`src/rtl/led_pkg.sv`:
```
// Shared types and constants for the LED step controller: debounce state
// encoding, key indices, speed width and the step-period helper.
package led_pkg;

    // Debounce FSM states, one FSM per push-button.
    typedef enum logic [1:0] {
        DB_RELEASED     = 2'd0,
        DB_PRESS_WAIT   = 2'd1,
        DB_PRESSED      = 2'd2,
        DB_RELEASE_WAIT = 2'd3
    } db_state_t;

    // Key positions on the key_n bus.
    localparam int NUM_KEYS  = 3;
    localparam int KEY_PAUSE = 0;
    localparam int KEY_DIR   = 1;
    localparam int KEY_SPEED = 2;

    // Speed index width and prescaler width.
    localparam int SPEED_W = 2;
    localparam int PRESC_W = 32;

    // Step period for a given speed index: the base period halved per speed
    // level, truncating. With the base period >= 8 this never reaches zero.
    function automatic logic [PRESC_W-1:0] step_period(
        input logic [PRESC_W-1:0] base,
        input logic [SPEED_W-1:0] spd
    );
        return base >> spd;
    endfunction

endpackage

```
`src/rtl/key_debounce.sv`:
```
// One push-button conditioner: 2-flop synchronizer, four-state debounce FSM
// with a stability window counter, and a single-cycle press pulse.
// The press pulse fires once per accepted press; releases are silent.
module key_debounce
    import led_pkg::*;
#(
    parameter int DB_CYCLES = 1000000
) (
    input  logic clk,
    input  logic nrst,
    input  logic key_n,
    output logic press
);

    // The sample that moves the FSM into a wait state counts as the first
    // stable sample, so the wait state needs DB_CYCLES-1 more of them.
    localparam int                CNT_W    = $clog2(DB_CYCLES);
    localparam logic [CNT_W-1:0]  CNT_LAST = CNT_W'(DB_CYCLES - 2);

    logic [1:0]       sync_d,  sync_q;
    db_state_t        state_d, state_q;
    logic [CNT_W-1:0] cnt_d,   cnt_q;
    logic             press_d, press_q;
    logic             key_s;

    assign key_s = sync_q[1];
    assign press = press_q;

    // Next-state logic for the synchronizer, FSM, window counter and pulse.
    always_comb begin
        // NOTE: every signal gets a default first so no path leaves it unassigned (no latch).
        sync_d  = {sync_q[0], key_n};
        state_d = state_q;
        cnt_d   = cnt_q;
        press_d = 1'b0;

        case (state_q)
            DB_RELEASED: begin
                if (!key_s) state_d = DB_PRESS_WAIT;
            end
            DB_PRESS_WAIT: begin
                if (key_s) begin
                    state_d = DB_RELEASED;
                end else if (cnt_q == CNT_LAST) begin
                    state_d = DB_PRESSED;
                    press_d = 1'b1;
                end else begin
                    cnt_d = cnt_q + CNT_W'(1);
                end
            end
            DB_PRESSED: begin
                if (key_s) state_d = DB_RELEASE_WAIT;
            end
            DB_RELEASE_WAIT: begin
                if (!key_s) begin
                    state_d = DB_PRESSED;
                end else if (cnt_q == CNT_LAST) begin
                    state_d = DB_RELEASED;
                end else begin
                    cnt_d = cnt_q + CNT_W'(1);
                end
            end
            default: state_d = DB_RELEASED;
        endcase

        // Any state change restarts the stability window.
        if (state_d != state_q) cnt_d = '0;
    end

    // Synchronizer, FSM state, window counter and press pulse registers.
    always_ff @(posedge clk or negedge nrst) begin
        if (!nrst) begin
            sync_q  <= 2'b11;
            state_q <= DB_RELEASED;
            cnt_q   <= '0;
            press_q <= 1'b0;
        end else begin
            // NOTE: non-blocking assignments so all flops update from pre-edge values.
            sync_q  <= sync_d;
            state_q <= state_d;
            cnt_q   <= cnt_d;
            press_q <= press_d;
        end
    end

endmodule

```
`src/rtl/led_step_ctrl.sv`:
```
// LED pattern step controller: three debounced keys control run/pause,
// direction and speed; a prescaler emits one step pulse per period.
// TICK_CYCLES must be >= 8 and DB_CYCLES >= 2.
module led_step_ctrl
    import led_pkg::*;
#(
    parameter int TICK_CYCLES = 50000000,
    parameter int DB_CYCLES   = 1000000
) (
    input  logic               clk,
    input  logic               nrst,
    input  logic [2:0]         key_n,
    output logic               step,
    output logic               dir,
    output logic               running,
    output logic [SPEED_W-1:0] speed
);

    localparam logic [PRESC_W-1:0] BASE_PERIOD = PRESC_W'(TICK_CYCLES);

    logic [NUM_KEYS-1:0] press;

    logic [PRESC_W-1:0]  presc_d,   presc_q;
    logic                step_d,    step_q;
    logic                dir_d,     dir_q;
    logic                running_d, running_q;
    logic [SPEED_W-1:0]  speed_d,   speed_q;

    logic [PRESC_W-1:0]  period;
    logic [PRESC_W-1:0]  period_last;
    logic                term_cnt;

    for (genvar i = 0; i < NUM_KEYS; i++) begin : g_key
        key_debounce #(
            .DB_CYCLES (DB_CYCLES)
        ) u_key_debounce (
            .clk   (clk),
            .nrst  (nrst),
            .key_n (key_n[i]),
            .press (press[i])
        );
    end

    assign step    = step_q;
    assign dir     = dir_q;
    assign running = running_q;
    assign speed   = speed_q;

    // Control toggles, speed cycling and prescaler/step next-state.
    always_comb begin
        period      = step_period(BASE_PERIOD, speed_q);
        period_last = period - PRESC_W'(1);
        term_cnt    = (presc_q == period_last);

        running_d = running_q ^ press[KEY_PAUSE];
        dir_d     = dir_q ^ press[KEY_DIR];
        speed_d   = speed_q + SPEED_W'(press[KEY_SPEED]);
        presc_d   = presc_q;
        step_d    = 1'b0;

        if (press[KEY_SPEED]) begin
            // A speed change restarts the period and swallows any step due now.
            presc_d = '0;
        end else if (running_q) begin
            // A pause press still lets this cycle's step out: running_q is pre-edge.
            if (term_cnt) begin
                presc_d = '0;
                step_d  = 1'b1;
            end else begin
                presc_d = presc_q + PRESC_W'(1);
            end
        end
    end

    // Prescaler and registered outputs.
    always_ff @(posedge clk or negedge nrst) begin
        if (!nrst) begin
            presc_q   <= '0;
            step_q    <= 1'b0;
            dir_q     <= 1'b0;
            running_q <= 1'b1;
            speed_q   <= '0;
        end else begin
            presc_q   <= presc_d;
            step_q    <= step_d;
            dir_q     <= dir_d;
            running_q <= running_d;
            speed_q   <= speed_d;
        end
    end

endmodule

```
`config.mk`:
```
export PLATFORM = sky130hd
export DESIGN_NAME = led_step_ctrl
export DESIGN_NICKNAME = d
export VERILOG_FILES = /design/src/rtl/led_pkg.sv /design/src/rtl/key_debounce.sv /design/src/rtl/led_step_ctrl.sv
export SDC_FILE = /design/constraint.sdc
export NUM_CORES = 1
export LEC_CHECK = 0
export BUFFER_PORTS_ARGS = -buffer_cell sky130_fd_sc_hd__buf_2
export CORE_ASPECT_RATIO = 0.6
export CORE_UTILIZATION = 40
export CTS_CLUSTER_DIAMETER = 40
export DETAILED_ROUTE_END_ITERATION = 12
export PLACE_DENSITY = 0.56
export SLEW_MARGIN = 20
export SYNTH_ARGS = -nofsm -noshare
export SYNTH_HDL_FRONTEND = slang
export SYNTH_SLANG_ARGS = --single-unit
```
`constraint.sdc`:
```
create_clock -name clk -period 3.15 [get_ports clk]
set_input_delay 0.1575 -clock clk [delete_from_list [all_inputs] [get_ports clk]]
set_output_delay 0.1575 -clock clk [all_outputs]
set_load 0.02 [all_outputs]
```
==> out/results.ini <==
[synthesis]
syn_area_sq_um = 5980
synth.net_count = 666
synth_top_area_frac = 0.440
synth-main-ff-cell = dfrtp_1
synth-edff-count = 0
ys_warn_count = 0
netlist.top_cell.by_area = dfrtp_1
ys_types = 58
async_flop_share = 1.00
synthMostInstantiatedCell = dfrtp_1
ys_seq_area_frac = 0.470
ys_ff_latch = 112
synthTopCellsByCount = dfrtp_1 (105), nor2_1 (74), nand2_1 (69)
synth_area_per_cell_sq_um = 9.17
synthCells = 652
synthTopCellsByArea = dfrtp_1 (44%), xor2_1 (4.8%), nor2_1 (4.6%)

[pwr]
powerDensity_nw_per_um2 = 426
leakage_nw = 2.73
p_total_mw = 2.82
vdd_ir_drop_max_mv = 0.259

[clock_network]
cts.sinks = 112
cts_made_buffers = 9
cts-resized-gates = 0
cts_max_path_buffers = 2
clock_latency_ns = 0.35
root_buffer = clkbuf_16
htree_levels = 3
path_clk_slew_ns = 0.07
cts_tree = built

[timing]
setup_viol = 0
period_needed_ns = 2.84
relSlewSlack = 0.483
worstMarginPinSlew_ns = 0.756
holdWs_ns = 0.357
max_freq_ghz = 0.353
timing.final.crit_share = 0.900
finalHoldViolCount = 0
slew_viol_final = 0
tns_ns = 0
grt_setup_unrepaired = no
skew_ns = 0.00608
post-route-worst-setup-slack_ns = 0.314

[cells_and_area]
layout-drive-gt1-share = 0.0763
area_delta_synth_final_pct = 10.7
final_nets = 677
post-route-util = 0.455
insertedDiodeCount = 0

[die]
dieArea_sq_um = 15500
rows = 34
die_h_um = 96.7
start_util = 0.411
core_area_sq_um = 14500
ioPinCount = 10
die_x_um = 160

[flow_run]
max-cap-violations = 0

[routing]
postRouteAntennaNets = 0
drt_iter0_drc = 356
wl_um = 13600
via_count = 4902
detail_route.wl_per_cell_um = 15.7
first_pass_iters = 5
avgViaCountPerCell = 5.66
drc = 0

[global_routing]
grt_usage = 0.188
grt_pass1_vias = 4769
grt_pass1_wl_um = 23500
grt_start_max_net_pins = 62
grt_overflow = 0
antenna_found_initial = 0

[setup_path]
crit_path_max_fanout = 14
crit_path_start = speed[1]
start_kind = flop
reg2reg_from = speed[1]
cp.arrival_ns = 3.06
cp_data_required_time_ns = 3.38
critPathKind = flop to flop
worstSetupEndpointType = flop

[placed_design]
portBuffers = 9
routabilityCongestion = 0.917
dp_slack_ns = 0.429
dpl.hpwl_um = 9520

[hold_path]
hold_path.startpoint = g_key[1].u_key_debounce.sync_q[0]
hold_class = flop to flop

[outcome]
outcome = finished, final reports clean

==> cells by family (layout without fill, tap and decap cells) <==
family                   Yosys count  after routing  share of synthesized area
AND/OR/NAND/NOR                  324            324                      0.277
XOR/XNOR                          52             52                     0.0762
adder cells (fa/ha/maj)            9              9                     0.0188
AO/OA/AOI/OAI                    103            103                      0.113
flip-flops                       112            112                      0.470
buffers and inverters             47             63                     0.0362
multiplexers                       5              5                    0.00837
==> through the flow <==
stage,std cells,cell area [sq um]
6_report,866,6620
5_1_grt,866,6620
4_1_cts,866,6620
3_5_place_dp,846,6240
3_3_place_gp,846,6240
2_1_floorplan,652,5980
==> worst max-delay path, stage by stage, from the launching register on <==
cell and delay [ns]:
dfrtp_1 0.60, nand2_1 0.15, ha_1 0.33, xor2_1 0.20, nand4_1 0.13, a211oi_1 0.27, nand4_1 0.40, buf_4 0.34
a31oi_1 0.19, o22ai_1 0.10
==> final timing paths <==
kind | to | slack [ns] | cells past startpoint
max in group asynchronous | g_key[2].u_key_debounce.sync_q[0] | 1.95 | 3
min in group asynchronous | presc_q[10] | 0.40 | 2
worst min register to register | g_key[1].u_key_debounce.sync_q[1] | 0.36 | 0
worst min-delay path | g_key[1].u_key_debounce.sync_q[1] | 0.36 | 0
worst max register to register | presc_q[17] | 0.31 | 9
worst max-delay path | presc_q[17] | 0.31 | 9
==> cells in the final DEF, fill, tap and decap left out, types with 4 or more instances in the layout <==
master         Yosys  final
nand2b_1           4      4
xnor2_1           19     19
or3_1             14     14
nor3_1            11     11
ha_1               9      9
mux2i_1            5      5
a21oi_1           12     12
dfstp_2            7      7
a31oi_1           16     16
and2_1             9      9
and3_1            16     16
o31ai_1           11     11
nor4_1             8      8
nand4_1           32     32
o21ai_0           33     33
xor2_1            33     33
nor2b_1            8      7
dfrtp_1          105    105
nand3_1           51     51
nand2_1           69     69
nor2_1            74     74
buf_4              1     12
and4_1             4      4
inv_1             22     22
nand3b_1           4      4
o22ai_1            4      4
clkbuf_16          0      9
dlygate4sd3_1      0      4
buf_2              7      8
==> report_power, final <==
group	leakage [nW]	internal (mW)	switching [mW]
clock	0.162	0.729	0.535
sequential	1.53	1.45	0.0131
combinational	1.03	0.0268	0.0656
==> sequential cells by signal (all words and copies together), names as in the netlist <==
register                      cells
g_key.u_key_debounce.cnt_q       60
presc_q                          32
g_key.u_key_debounce.state_q      6
g_key.u_key_debounce.sync_q       6
g_key.u_key_debounce.press        3
speed                             2
dir                               1
running                           1
step                              1
==> timing repair <==
item,4_1_cts,5_1_grt
hold buffers,4,0
endpoints found under the setup margin,0,0
hold endpoints to repair,51,0
buffers inserted,0,0
==> final cells by class <==
cell class	instances	area [sq um]
Clock inverter	5	88.8
Sequential cell	112	2810
Fill cell	1426	7930
Tap cell	198	248
Clock buffer	11	243
Multi-Input combinational cell	493	2950
Inverter	22	82.6
Timing Repair Buffer	25	190
==> metal layers <==
metal  vias to the layer above  track usage  share of wire
li1                       2356            -              -
met3                        13       0.0416          0.051
met5                         -            0              0
met2                       112        0.271           0.43
met1                      2421        0.276           0.51
met4                         0       0.0637         0.0092
No activity file was read; power rests on OpenSTA's default activity.
